<file path="src/rtl/uart_rx_if.sv">
// uart_rx_if
// Bundles the serial-side inputs, the detector handshake and the byte-output
// valid/ready channel of the UART receive sequencer.
//   din         : serial line, synchronized to clk, idle high
//   start_valid : start-condition pulse from the start-edge detector
//   det_clear   : one-cycle clear back to the detector
//   rx_data     : received byte, LSB = first data bit on the line
//   rx_valid    : rx_data holds an unconsumed byte
//   rx_ready    : consumer accepts rx_data when rx_valid & rx_ready
//   frame_err   : one-cycle pulse, stop bit sampled low
//   overrun     : one-cycle pulse, good byte dropped because holding reg full
//   busy        : sequencer is inside a frame
// Modports: slave = the sequencer, master = whatever drives/consumes it.
interface uart_rx_if #(
  parameter int DATA_BITS = 8
);
  logic                 din;
  logic                 start_valid;
  logic                 det_clear;
  logic [DATA_BITS-1:0] rx_data;
  logic                 rx_valid;
  logic                 rx_ready;
  logic                 frame_err;
  logic                 overrun;
  logic                 busy;

  modport slave (
    input  din,
    input  start_valid,
    input  rx_ready,
    output det_clear,
    output rx_data,
    output rx_valid,
    output frame_err,
    output overrun,
    output busy
  );

  modport master (
    output din,
    output start_valid,
    output rx_ready,
    input  det_clear,
    input  rx_data,
    input  rx_valid,
    input  frame_err,
    input  overrun,
    input  busy
  );
endinterface

</file>
<file path="src/rtl/uart_rx_ctrl.sv">
// uart_rx_ctrl
// Receive-side sequencer of the UART receiver. Accepts a start-condition
// pulse, times the frame with a bit-period counter, samples din at mid-bit,
// assembles DATA_BITS data bits LSB-first, checks the stop bit and presents
// the byte through a one-entry valid/ready holding register. After every
// frame and every rejected start it pulses det_clear so the start-edge
// detector drops its stale history.
// Ports:
//   clk   : clock, rising edge
//   reset : synchronous, active-high; forces IDLE and clears all registers
//   bus   : uart_rx_if.slave (din, start_valid, rx_ready in;
//           det_clear, rx_data, rx_valid, frame_err, overrun, busy out)
// Parameters:
//   CLKS_PER_BIT : clocks per serial bit, even and >= 4
//   DATA_BITS    : data bits per frame, 5..8
module uart_rx_ctrl #(
  parameter int CLKS_PER_BIT = 16,
  parameter int DATA_BITS    = 8
) (
  input  logic     clk,
  input  logic     reset,
  uart_rx_if.slave bus
);

  localparam int CNT_W  = $clog2(CLKS_PER_BIT);
  localparam int BIDX_W = $clog2(DATA_BITS + 1);

  // Start bit is judged half a bit in; every later sample is a full bit apart,
  // which keeps each sample centred in its bit cell.
  localparam logic [CNT_W-1:0]  CNT_HALF  = CNT_W'(CLKS_PER_BIT / 2 - 1);
  localparam logic [CNT_W-1:0]  CNT_LAST  = CNT_W'(CLKS_PER_BIT - 1);
  localparam logic [BIDX_W-1:0] BIDX_LAST = BIDX_W'(DATA_BITS - 1);

  typedef enum logic [1:0] {
    IDLE  = 2'd0,
    START = 2'd1,
    DATA  = 2'd2,
    STOP  = 2'd3
  } state_t;

  state_t               state, state_n;
  logic [CNT_W-1:0]     cnt, cnt_n;
  logic [BIDX_W-1:0]    bidx, bidx_n;
  logic [DATA_BITS-1:0] sh, sh_n;
  logic [DATA_BITS-1:0] rx_data_q, rx_data_n;
  logic                 rx_valid_q, rx_valid_n;
  logic                 det_clear_q, det_clear_n;
  logic                 frame_err_q, frame_err_n;
  logic                 overrun_q, overrun_n;

  always_comb begin
    state_n     = state;
    cnt_n       = cnt;
    bidx_n      = bidx;
    sh_n        = sh;
    rx_data_n   = rx_data_q;
    // A handshake empties the holding register unless a new byte loads
    // on the same edge (handled in STOP below).
    rx_valid_n  = rx_valid_q & ~bus.rx_ready;
    det_clear_n = 1'b0;
    frame_err_n = 1'b0;
    overrun_n   = 1'b0;

    case (state)
      IDLE: begin
        // While det_clear is out the detector is being flushed, so any
        // start pulse in that cycle is stale.
        if (bus.start_valid && !det_clear_q) begin
          state_n = START;
          cnt_n   = '0;
        end
      end

      START: begin
        cnt_n = cnt + 1'b1;
        if (cnt == CNT_HALF) begin
          if (bus.din) begin
            state_n     = IDLE;
            det_clear_n = 1'b1;
          end else begin
            state_n = DATA;
            cnt_n   = '0;
            bidx_n  = '0;
          end
        end
      end

      DATA: begin
        cnt_n = cnt + 1'b1;
        if (cnt == CNT_LAST) begin
          // Right shift: the first bit received ends up in the LSB.
          sh_n   = {bus.din, sh[DATA_BITS-1:1]};
          cnt_n  = '0;
          bidx_n = bidx + 1'b1;
          if (bidx == BIDX_LAST) begin
            state_n = STOP;
          end
        end
      end

      STOP: begin
        cnt_n = cnt + 1'b1;
        if (cnt == CNT_LAST) begin
          state_n     = IDLE;
          cnt_n       = '0;
          det_clear_n = 1'b1;
          if (bus.din) begin
            if (!rx_valid_q || bus.rx_ready) begin
              rx_data_n  = sh;
              rx_valid_n = 1'b1;
            end else begin
              overrun_n = 1'b1;
            end
          end else begin
            frame_err_n = 1'b1;
          end
        end
      end

      default: begin
        state_n = IDLE;
      end
    endcase
  end

  always_ff @(posedge clk) begin
    if (reset) begin
      state       <= IDLE;
      cnt         <= '0;
      bidx        <= '0;
      sh          <= '0;
      rx_data_q   <= '0;
      rx_valid_q  <= 1'b0;
      det_clear_q <= 1'b0;
      frame_err_q <= 1'b0;
      overrun_q   <= 1'b0;
    end else begin
      state       <= state_n;
      cnt         <= cnt_n;
      bidx        <= bidx_n;
      sh          <= sh_n;
      rx_data_q   <= rx_data_n;
      rx_valid_q  <= rx_valid_n;
      det_clear_q <= det_clear_n;
      frame_err_q <= frame_err_n;
      overrun_q   <= overrun_n;
    end
  end

  assign bus.rx_data   = rx_data_q;
  assign bus.rx_valid  = rx_valid_q;
  assign bus.det_clear = det_clear_q;
  assign bus.frame_err = frame_err_q;
  assign bus.overrun   = overrun_q;
  assign bus.busy      = (state != IDLE);

endmodule

</file>
<file path="src/flat_wrapper.sv">
// flat-port wrapper written by rule: the top's interface ports become plain ports
module uart_rx_ctrl_flat 
#(
  parameter int CLKS_PER_BIT = 16,
  parameter int DATA_BITS    = 8
)
  (clk, reset, bus_din, bus_start_valid, bus_rx_ready, bus_det_clear, bus_rx_data, bus_rx_valid, bus_frame_err, bus_overrun, bus_busy);
  uart_rx_if #(.DATA_BITS(DATA_BITS)) bus_i ();
  input  logic clk;
  input  logic reset;
  input wire logic [$bits(bus_i.din)-1:0] bus_din;
  input wire logic [$bits(bus_i.start_valid)-1:0] bus_start_valid;
  input wire logic [$bits(bus_i.rx_ready)-1:0] bus_rx_ready;
  output wire logic [$bits(bus_i.det_clear)-1:0] bus_det_clear;
  output wire logic [$bits(bus_i.rx_data)-1:0] bus_rx_data;
  output wire logic [$bits(bus_i.rx_valid)-1:0] bus_rx_valid;
  output wire logic [$bits(bus_i.frame_err)-1:0] bus_frame_err;
  output wire logic [$bits(bus_i.overrun)-1:0] bus_overrun;
  output wire logic [$bits(bus_i.busy)-1:0] bus_busy;
  assign bus_i.din = bus_din;
  assign bus_i.start_valid = bus_start_valid;
  assign bus_i.rx_ready = bus_rx_ready;
  assign bus_det_clear = bus_i.det_clear;
  assign bus_rx_data = bus_i.rx_data;
  assign bus_rx_valid = bus_i.rx_valid;
  assign bus_frame_err = bus_i.frame_err;
  assign bus_overrun = bus_i.overrun;
  assign bus_busy = bus_i.busy;
  uart_rx_ctrl #(.CLKS_PER_BIT(CLKS_PER_BIT), .DATA_BITS(DATA_BITS)) u_core (.clk(clk), .reset(reset), .bus(bus_i));
endmodule
</file>
<file path="config.mk">
export PLATFORM = sky130hd
export DESIGN_NAME = uart_rx_ctrl_flat
export DESIGN_NICKNAME = d
export VERILOG_FILES = /design/src/rtl/uart_rx_if.sv /design/src/rtl/uart_rx_ctrl.sv /design/src/flat_wrapper.sv
export SDC_FILE = /design/constraint.sdc
export NUM_CORES = 1
export LEC_CHECK = 0
export ABC_AREA = 1
export CORE_MARGIN = 1.5
export CORE_UTILIZATION = 53
export DETAILED_ROUTE_END_ITERATION = 8
export GPL_ROUTABILITY_DRIVEN = 0
export HOLD_SLACK_MARGIN = 0.08
export PLACE_DENSITY = 0.81
export RECOVER_POWER = 50
export SETUP_SLACK_MARGIN = 0.15
export SLEW_MARGIN = 20
export SYNTH_ARGS = -nofsm -noshare
export SYNTH_HDL_FRONTEND = slang
export SYNTH_SLANG_ARGS = --single-unit
</file>
<file path="constraint.sdc">
create_clock -name clk -period 1.4 [get_ports clk]
set_input_delay 0.28 -clock clk [delete_from_list [all_inputs] [get_ports clk]]
set_output_delay 0.28 -clock clk [all_outputs]
set_load 0.05 [all_outputs]
</file>
## Word level (Yosys, flattened, before mapping)

Index checks and enable logic that the tools add are counted.

- Word-level logic and storage cells: 68
- Flip-flop bits (word level): 30

- Muxes and demuxes: 26
- Bitwise gates (word level): 5
- Reductions and logical operators: 14
- Equal/unequal tests: 12
- Add/subtract/negate cells: 2

Operators with widths:

| cell | number |
|---|---|
| $mux 4 | 7 |
| $mux 2 | 6 |
| $pmux 4 s3 | 1 |
| $ne 2x1->1 const B | 5 |
| $mux 1 | 9 |
| $add 4x1->4 const B | 2 |
| $eq 4x3->1 const B | 2 |
| $pmux 2 s4 | 1 |
| $pmux 4 s2 | 1 |
| $reduce_and 4->1 | 2 |
| $reduce_and 5->1 | 1 |
| $eq 2x2->1 const B | 2 |
| $eq 4x4->1 const B | 1 |
| $not 1->1 | 4 |
| $reduce_bool 2->1 | 2 |
| $reduce_or 4->1 | 1 |
| $reduce_or 3->1 | 1 |
| $eq 2x1->1 const B | 1 |
| $logic_not 1->1 | 2 |
| $logic_not 2->1 | 1 |
| $ne 2x2->1 const B | 1 |
| $pmux 1 s2 | 1 |
| $reduce_and 2->1 | 1 |
| $reduce_or 2->1 | 1 |
| 3 further kinds | 3 |

## Depth between registers and ports, before layout

Gate-level depths: netlist of the first run.

- Depth in word-level cells: 6
- Gate-level depth with buffers: 8
- Gate-level depth less buffers: 8

## Worst setup path after synthesis of the first run

Ideal clock, no wire load.

- Path type: register -> register
- Start: reg u_core.rx_valid_q (netlist: u_core.bus.rx_valid)
- End: reg u_core.rx_data_q[5] (netlist: u_core.bus.rx_data[5])
- Data arrival time: 1224 ps
- Clock period less this slack: 1294 ps
- Slack: 106 ps
- Library setup time: 70 ps
- Stages on the path, launching flop included: 8
- Cell sequence: dfxtp_1 inv_1 nor2_1 inv_1 nand3_2 buf_6 o21ai_1 a21oi_1

- Word-level cells in the longest chain between the ends: 3

RTL lines:

| element | line | source |
|---|---|---|
| from (decl) | uart_rx_ctrl.sv:46 | `logic rx_valid_q, rx_valid_n;` |
| from (signal assigned) | uart_rx_ctrl.sv:143 | `rx_valid_q <= rx_valid_n;` |
| $logic_not 1->1 | uart_rx_ctrl.sv:108 | `if (!rx_valid_q \|\| bus.rx_ready) begin` |
| $logic_or 1x1->1 | uart_rx_ctrl.sv:108 |  |
| $reduce_and 4->1 (no source line) | n/a |  |
| to (signal assigned) | uart_rx_ctrl.sv:142 | `rx_data_q <= rx_data_n;` |
| to (decl) | uart_rx_ctrl.sv:45 | `logic [DATA_BITS-1:0] rx_data_q, rx_data_n;` |

No other way between the ends.
A chain may end at the register's enable or synchronous reset.

## Worst setup path in the final report of the first run

- Start: reg u_core.cnt[1]
- End: reg u_core.sh[0]

- Word-level cells in the longest chain between the ends: 2

RTL lines:

| element | line | source |
|---|---|---|
| from (decl) | uart_rx_ctrl.sv:42 | `logic [CNT_W-1:0] cnt, cnt_n;` |
| from (signal assigned) | uart_rx_ctrl.sv:139 | `cnt <= cnt_n;` |
| $eq 4x4->1 | uart_rx_ctrl.sv:90 | `if (cnt == CNT_LAST) begin` |
| $reduce_and 2->1 (no source line) | n/a |  |
| to (signal assigned) | uart_rx_ctrl.sv:141 | `sh <= sh_n;` |
| to (decl) | uart_rx_ctrl.sv:44 | `logic [DATA_BITS-1:0] sh, sh_n;` |

No other way between the ends.

==> out/metrics.cfg, run 1 <==
[routing]
dr.first_iter.drc_count = 45
vias = 1429
met3_length_um = 290
vias_per_cell = 5.65
drc = 0
met1Wirelength_um = 1630
wl_per_cell_um = 16.8
wirelength_um = 4250
firstDrtPassIters = 4
ant_nets = 0
dr_wl_met2_um = 2190
routed.top_layer = met4

[global_route]
grt_max_degree = 20
track_usage_pct = 31.0
grt_pass1_wl_um = 6110
overflow = 0
first_global_vias = 1395
antenna_found_initial = 0

[pwr]
p_sw_share_pct = 39.2
power_density_mw_per_mm2 = 1440
internal_power_mw = 1.61
power.leakage_nw = 0.718
vdd_drop_max_mv = 1.22
pwr-share-comb_pct = 40.4
p_seq_share_pct = 37.7
p_sw_mw = 1.04
clock_power_share_pct = 22.0

[clock_tree]
clk_pin_slew_ps = 110
clock_path_buffers = 2
cts.sinks = 30
cts_tree = done
numCtsBuffers = 5
postCtsHoldBufs = 0
cts_max_level = 2
clock-root-buffer = clkbuf_4
clk_latency_ps = 340

[sta]
hold_slack_ps = 465
finalSetupViolations = 0
fmax_mhz = 732
worstMarginPinSlew_ps = 462
max_slew_margin_pct = 69.2
final.setup.worst_slack_ps = 33.8
drv_slew = 0
clock_skew_ps = 14.2
fin_crit_ps = 1370
post-route-period-util_pct = 97.6
hold_violations = 0
rsz0062_at_grt = true

[synthesis]
synth_edf_count = 0
synth_cell_type_count = 23
synth_ff_type = dfxtp_1
synth_nets = 194
syn_area_per_cell_um2 = 7.12
synthCells = 187
netlist_area_mm2 = 0.00133
synthArstFlopShare_pct = 0
synth-seq-cells = 30
ys_seq_area_share_pct = 45.1
yosysWarnings = 0

[layout]
layout_common_cells = nand2_1, nor2_1, dfxtp_1
drive_above_1_share_pct = 34.7
fin_util_pct = 79.6
final_area_mm2 = 0.00183
final_common_cell = nand2_1
nets = 231
diodes = 0
synthToLayoutAreaGrowth_pct = 37.3
stdcell_count = 253

[hold_path]
hold_depth = 2
hp-start = u_core.bus.rx_data[4]$_SDFFE_PP0P_
holdPathEnd = u_core.bus.rx_data[4]$_SDFFE_PP0P_
hold_class = reg -> reg

[outcome]
status = complete, no violations

[floorplanning]
core_mm2 = 0.00230
row_count = 17
dieHeight_um = 53.1
die_w_um = 53.1
fp.dieArea_mm2 = 0.00282
io-pin-count = 18
start_util_pct = 58.0

[placed_design]
dp_cells = 235
io_buffers = 17
placed_area_mm2 = 0.00170
dp_hpwl_um = 2180
post-place-ws_ps = -138

[critical_path]
reg2reg_to = u_core.sh[0]$_SDFFE_PP0P_
start_kind = flip-flop
cp-end-kind = flip-flop
critPathArrivalTime_ps = 1600
reg2reg_from = u_core.cnt[1]$_SDFFE_PP0P_
crit_fanout = 9
r2r_setup_slack_ps = 30
path_class = reg -> reg
worst_r2r_path_depth = 6
crit_required_ps = 1630

[run]
max-cap-violations = 0

## final cells by class
class,count,area [um2]
timing repair buffer,32,244
sequential,30,613
tap,28,35.0
inverter,26,108
multi-input combinational,129,764
fill,147,469
clock buffer,6,51.3
clock inverter,2,12.5
## registers in the layout, indices dropped and copies added (netlist names), named ones only
signal                cells
u_core.cnt                4
u_core.bus.det_clear      1
u_core.bus.rx_valid       1
u_core.bus.overrun        1
u_core.sh                 8
u_core.state              1
u_core.bidx               4
u_core.bus.rx_data        8
u_core.bus.frame_err      1
## kinds of logic after synthesis
kind of cell / count (synthesis) / share of synthesized area [%]
AOI/OAI and AO/OA: 38 / 14.8
xor gates and xnor gates: 1 / 0.658
adders and majority gates: 2 / 1.88
buffers and inverters: 29 / 8.93
DFF: 30 / 45.1
and+or+nand+nor: 87 / 28.7
## per-stage QoR
| step | TNS, ps | total power [mW] |
|---|---|---|
| global route | -50.1 | 2.75 |
| floorplan | 0 | 1.43 |
| global placement | -1010 | 1.63 |
| finish | 0 | 2.64 |
| CTS | 0 | 2.48 |
| detailed placement | -1480 | 1.67 |
## routing by layer
layer  vias up  global-route usage (%)
met5         -                       0
met4         0                    17.9
met3        17                    9.60
met2        76                    51.2
met1       662                    35.0
li1        674                       -
## power by group through the flow
| stage | combinational [mW] | sequential (mW) | clock [mW] |
|---|---|---|---|
| floorplan | 0.450 | 0.984 | 0 |
| global placement | 0.635 | 0.993 | 0 |
| detailed placement | 0.670 | 0.997 | 0 |
| CTS | 0.933 | 0.986 | 0.558 |
| global route | 1.15 | 1.00 | 0.598 |
| finish | 1.07 | 0.995 | 0.581 |
## critical path, cell delays in order (launching register included)
cell	delay, ps
dfxtp_2	370
ha_4	180
nand3_4	140
inv_6	130
nand2_8	80
o21ai_0	270
nor2_1	90
## worst max path at each step
stage | start | endpoint | slack (ps) | cells past startpoint
after global routing | flip-flop | u_core.state[0]$_SDFFE_PP0P_ | -20 | 9
after CTS | flip-flop | bus_busy | 110 | 3
after floorplan | u_core.cnt[0]$_SDFFE_PP0P_ | u_core.bus.rx_data[5]$_SDFFE_PP0P_ | 160 | 7
after global placement | bus_din | u_core.bus.rx_data[3]$_SDFFE_PP0P_ | -90 | 6
final | u_core.cnt[1]$_SDFFE_PP0P_ | u_core.sh[0]$_SDFFE_PP0P_ | 30 | 6
after detailed placement | bus_din | u_core.bus.rx_data[3]$_SDFFE_PP0P_ | -140 | 6
## synth_stat cells (2+ instances only)
| library cell | count | area share, % |
|---|---|---|
| nand2_1 | 34 | 9.6 |
| nor2_1 | 31 | 8.7 |
| dfxtp_1 | 30 | 45 |
| inv_1 | 22 | 6.2 |
| o21ai_0 | 18 | 6.8 |
| a21oi_1 | 16 | 6.0 |
| nand3_1 | 8 | 3.0 |
| nand2_2 | 5 | 2.3 |
| inv_2 | 3 | 0.85 |
| nand3_2 | 3 | 2.3 |
| nor2_2 | 3 | 1.4 |
| ha_1 | 2 | 1.9 |
| o21ai_1 | 2 | 0.75 |
## repair_timing
action | in CTS | in global routing
gates resized for setup | 28 | 21
pin swaps | 4 | 5
gates cloned | 1 | 0
setup endpoints to repair | 25 | 29
buffers inserted | 9 | 0
hold endpoints to repair | 0 | 0
No activity file was read; power rests on OpenSTA's default activity.
==> run 2, diff against run 1 <==
- CORE_MARGIN: 1.5 -> 10
- CORE_UTILIZATION: 53 -> 48
- PLACE_DENSITY: 0.81 -> 0.78
- clock period: 1.4 -> 1.1 ns (I/O delays scaled with it)
==> run 2 against run 1 <==
Against the previous run: the run now ends with setup timing left; die area rose by 87%; sequential power rose by 25%; sequential share of layout area fell by 8.8 points; largest power group unchanged; final cell count rose by 9.5%; first-iteration DRC count rose to 4.7 times the previous value; register-to-register slack got worse by 400 ps; design area rose by 39%; total power rose by 64%.
==> out/metrics.cfg, run 2 (synthesized netlist as in run 1, its figures left out) <==
[floorplanning]
start_util_pct = 49.1
dieHeight_um = 72.7
io-pin-count = 18
row_count = 19
die_w_um = 72.7
fp.dieArea_mm2 = 0.00528
core_mm2 = 0.00271

[routing]
ant_nets = 0
drc = 0
wirelength_um = 6350
dr_wl_met2_um = 3250
routed.top_layer = met4
met1Wirelength_um = 2320
vias_per_cell = 6.23
vias = 1725
wl_per_cell_um = 22.9
dr.first_iter.drc_count = 213
met3_length_um = 477
firstDrtPassIters = 5

[clock_tree]
clock-root-buffer = clkbuf_4
clock_path_buffers = 2
clk_pin_slew_ps = 100
clk_latency_ps = 360
cts_max_level = 2
cts.sinks = 30
cts_tree = done
numCtsBuffers = 5

[pwr]
pwr-share-comb_pct = 50.0
p_sw_share_pct = 40.6
p_sw_mw = 1.76
internal_power_mw = 2.58
power_density_mw_per_mm2 = 1700
power.total_mw = 4.33
clock_power_share_pct = 21.3
p_seq_share_pct = 28.7
power.leakage_nw = 0.984
vdd_drop_max_mv = 1.79

[hold_path]
hold_class = reg -> reg
holdPathEnd = u_core.bus.rx_data[1]$_SDFFE_PP0P_
hp-start = u_core.bus.rx_data[1]$_SDFFE_PP0P_
hold_depth = 2

[placed_design]
dp_hpwl_um = 2290
dp_cells = 250
io_buffers = 17

[sta]
drv_slew = 0
final.setup.worst_slack_ps = -361
worstMarginPinSlew_ps = 335
hold_violations = 0
fin_crit_ps = 1460
post-route-period-util_pct = 133
rsz0062_at_grt = true
fmax_mhz = 684
hold_slack_ps = 496
clock_skew_ps = 14.7
max_slew_margin_pct = 77.4
finalSetupViolations = 35

[layout]
drive_above_1_share_pct = 64.6
nets = 252
fin_util_pct = 94.1
diodes = 0
fillers = 82
layout_common_cells = buf_4, inv_1, nand2_1, nor2_1, a21oi_2
stdcell_count = 277
synthToLayoutAreaGrowth_pct = 91.5
final_common_cell = buf_4

[global_route]
grt_pass1_wl_um = 7300
overflow = 0
track_usage_pct = 17.4
first_global_vias = 1568
antenna_found_initial = 0
grt_max_degree = 19

[critical_path]
crit_required_ps = 1380
start_kind = flip-flop
worst_r2r_path_depth = 9
critPathArrivalTime_ps = 1740
crit_fanout = 6
slowest_stage = dfxtp_4
path_class = reg -> reg
reg2reg_to = u_core.state[0]$_SDFFE_PP0P_
critPathBufInv = 2
critical-path-top-delay-family = simple AND/OR/NAND/NOR gates
cp-end-kind = flip-flop
critPathMaxStageDelay_ps = 380
r2r_setup_slack_ps = -360
reg2reg_from = u_core.state[0]$_SDFFE_PP0P_
crit_chain = buf_8, inv_6, nor2_4, nand2_4, nand2_4, nor2_4, nand2_1, nand2_1, nor2_1

[outcome]
status = finished with violations
violations = setup timing

[run]
max-cap-violations = 0

==> run 2: cell count changes in the layout (fill, tap and decap cells not counted), sizes merged <==
cell,previous run,this run
buf,16,48
bufinv,0,1
clkbuf,18,5
clkinv,2,3
clkinvlp,1,0
nand2,39,40
==> run 2: stage by stage <==
stage / worst slack (ps) / setup TNS (ps) / cell area [um2]
finish: -361 / -7180 / 2550
global placement: -331 / -5610 / 1850
floorplan: -59.1 / -236 / 1380
global route: -380 / -8480 / 2550
detailed placement: -398 / -6340 / 1850
CTS: -229 / -4380 / 2280
==> run 2: metal layers <==
layer  vias to the layer above  GRT usage, %
met5                         -             0
met4                         0          7.38
met3                        37          6.53
met2                       120          30.8
met1                       850          17.7
li1                        718             -
==> run 2: layout make-up <==
type	count	area (um2)	share of cell area (%)
well taps	31	38.8	1.52
repair buffers	52	641	25.1
flip-flops and latches	30	632	24.8
multi-input cells	130	1030	40.3
clock buffers	5	37.5	1.47
inverters	26	133	5.20
clock inverters	3	40.0	1.57
==> run 2: how the worst max path moves through the flow <==
stage | startpoint | cells after the start | end
after global placement | bus_din | 6 | u_core.bus.rx_data[4]$_SDFFE_PP0P_
after CTS | flip-flop | 4 | bus_busy
after floorplan | u_core.cnt[1]$_SDFFE_PP0P_ | 7 | u_core.bus.rx_data[5]$_SDFFE_PP0P_
after global routing | u_core.state[0]$_SDFFE_PP0P_ | 9 | u_core.state[0]$_SDFFE_PP0P_
after detailed placement | bus_din | 6 | u_core.bus.rx_data[2]$_SDFFE_PP0P_
final | u_core.state[0]$_SDFFE_PP0P_ | 9 | u_core.state[0]$_SDFFE_PP0P_
==> run 2: power by group through the flow <==
stage	registers [mW]	clock network, mW	logic (mW)
final	1.24	0.924	2.17
after global routing	1.24	0.957	2.25
after global placement	1.27	0	0.973
after CTS	1.23	0.897	1.53
after detailed placement	1.27	0	1.02
after floorplan	1.27	0	0.611
==> run 2: worst register-to-register path, delay by kind of cell (launching register included) <==
kind / cells / cell delay (ps)
DFF: 1 / 380
and+or+nand+nor: 7 / 830
buffers and inverters: 2 / 190
==> run 2: repair_timing <==
item | in CTS | in global routing
buffers inserted | 7 | 10
pin swaps | 21 | 31
gates resized for setup | 82 | 49
hold buffers | 0 | 0
cloned | 2 | 0
endpoints found under the setup margin | 43 | 43
==> run 3, diff against run 2 <==
--- a/config.mk
+++ b/config.mk
@@ -10,5 +10,4 @@
 export CORE_UTILIZATION = 48
 export DETAILED_ROUTE_END_ITERATION = 8
-export GPL_ROUTABILITY_DRIVEN = 0
 export HOLD_SLACK_MARGIN = 0.08
 export PLACE_DENSITY = 0.78
==> constraint.sdc (replaced) <==
create_clock -name clk -period 1.1 [get_ports clk]
set_input_delay 0.22 -clock clk [delete_from_list [all_inputs] [get_ports clk]]
set_output_delay 0.22 -clock clk [all_outputs]
set_load 0.02 [all_outputs]
==> run 3 against run 2 <==
Against the previous run: the run still ends with setup timing left; via count decreased by 9.9%; critical path depth unchanged; core utilization decreased by 11 points; register-to-register slack improved by 98 ps; clock skew decreased by 1.4 ps; largest power group unchanged.
==> out/metrics.cfg, run 3 (synthesized netlist as in run 1, its figures left out) <==
[sta]
fin_crit_ps = 1360
hold_violations = 0
finalSetupViolations = 30
rsz0062_at_grt = true
fmax_mhz = 734
post-route-period-util_pct = 124
max_slew_margin_pct = 80.9
tns_ps = -5350
final.setup.worst_slack_ps = -263
drv_slew = 0
clock_skew_ps = 13.3
hold_slack_ps = 466
worstMarginPinSlew_ps = 286

[pwr]
power_density_mw_per_mm2 = 1710
power.total_mw = 3.87
power.leakage_nw = 0.936
vdd_drop_max_mv = 1.90

[clock_tree]
clk_latency_ps = 340
clk_pin_slew_ps = 100
clock_path_buffers = 2
cts.sinks = 30
clock-root-buffer = clkbuf_4
cts_tree = done
numCtsBuffers = 5
cts_max_level = 2

[layout]
nets = 257
fin_util_pct = 83.3
drive_above_1_share_pct = 50.2
layout_common_cells = buf_4, nand2_1, nor2_1
final_common_cell = buf_4
synthToLayoutAreaGrowth_pct = 69.6
diodes = 0
multi_input_area_um2 = 867
stdcell_count = 282
final_area_mm2 = 0.00226
regArea_um2 = 616
fillers = 154

[placed_design]
dp_cells = 256
post-place-ws_ps = -392
dp_hpwl_um = 2340
gp_congestion = 0.790
io_buffers = 17
placed_area_mm2 = 0.00177

[floorplanning]
fp.dieArea_mm2 = 0.00528
start_util_pct = 49.1
io-pin-count = 18
row_count = 19
dieHeight_um = 72.7
die_w_um = 72.7
core_mm2 = 0.00271

[global_route]
antenna_found_initial = 0
track_usage_pct = 15.0
grt_max_degree = 20
grt_pass1_wl_um = 6440
first_global_vias = 1446
overflow = 0

[outcome]
violations = setup timing
status = finished with violations

[routing]
dr.first_iter.drc_count = 141
ant_nets = 0
wl_per_cell_um = 16.7
vias = 1555
firstDrtPassIters = 4
vias_per_cell = 5.51
drc = 0
wirelength_um = 4700

[hold_path]
hold_class = reg -> reg
hold_depth = 2

[critical_path]
start_kind = flip-flop
path_class = reg -> reg
crit_required_ps = 1340
worst_r2r_path_depth = 9
cp-end-kind = flip-flop
critPathArrivalTime_ps = 1600
crit_fanout = 3

[run]
max-cap-violations = 0

[run 3: changes by cell type in the layout (fill, tap and decap cells not counted), moves of 8 or more]
cell,before,now
a21oi_1,0,12
a21oi_2,17,5
buf_12,15,3
buf_4,21,31
o21ai_1,1,11
buf_6,10,18
[run 3: what timing repair did]
action / 4_1_cts / 5_1_grt
buffers inserted: 6 / 9
pin swaps: 9 / 16
setup endpoints to repair: 43 / 43
gates cloned: 2 / 1
hold buffers: 0 / 0
gates resized for setup: 128 / 31
[run 3: cell type report]
type	instances	share of cell area, %
multi-input cells	130	38.4
flip-flops and latches	30	27.3
repair buffers	56	23.7
inverters	26	5.21
clock inverters	3	1.77
well taps	31	1.72
clock buffers	5	1.66
repair inverters	1	0.277
[run 3: power breakdown]
part	total [mW]	switching, mW	internal [mW]
clock network	0.866	0.396	0.470
registers	1.22	0.0581	1.16
logic	1.78	0.995	0.784
[run 3: final timing paths]
path                                      startpoint                                 end  slack (ps)
setup / recovery          u_core.cnt[1]$_SDFFE_PP0P_          u_core.cnt[3]$_SDFFE_PP0P_        -260
hold / removal    u_core.bus.rx_data[5]$_SDFFE_PP0P_  u_core.bus.rx_data[5]$_SDFFE_PP0P_         470
setup reg to reg          u_core.cnt[1]$_SDFFE_PP0P_          u_core.cnt[3]$_SDFFE_PP0P_        -260
hold reg to reg   u_core.bus.rx_data[5]$_SDFFE_PP0P_  u_core.bus.rx_data[5]$_SDFFE_PP0P_         470
[run 3: routing by layer]
| metal | vias to the layer above | routed length [um] | track usage, % |
|---|---|---|---|
| met5 | - | 0 | 0 |
| met4 | 0 | 156 | 4.43 |
| met3 | 21 | 337 | 5.99 |
| met2 | 80 | 2560 | 27.8 |
| met1 | 728 | 1650 | 14.7 |
| li1 | 726 | - | - |
[run 3: worst max-delay path, stage by stage (launching register included)]
cell and delay (ps):
dfxtp_2 370, ha_4 180, buf_4 120, nand2_2 60, nor2_2 150, nand2_1 100, nand2_1 110, nand2_2 50
nand2_1 50, a21oi_1 70
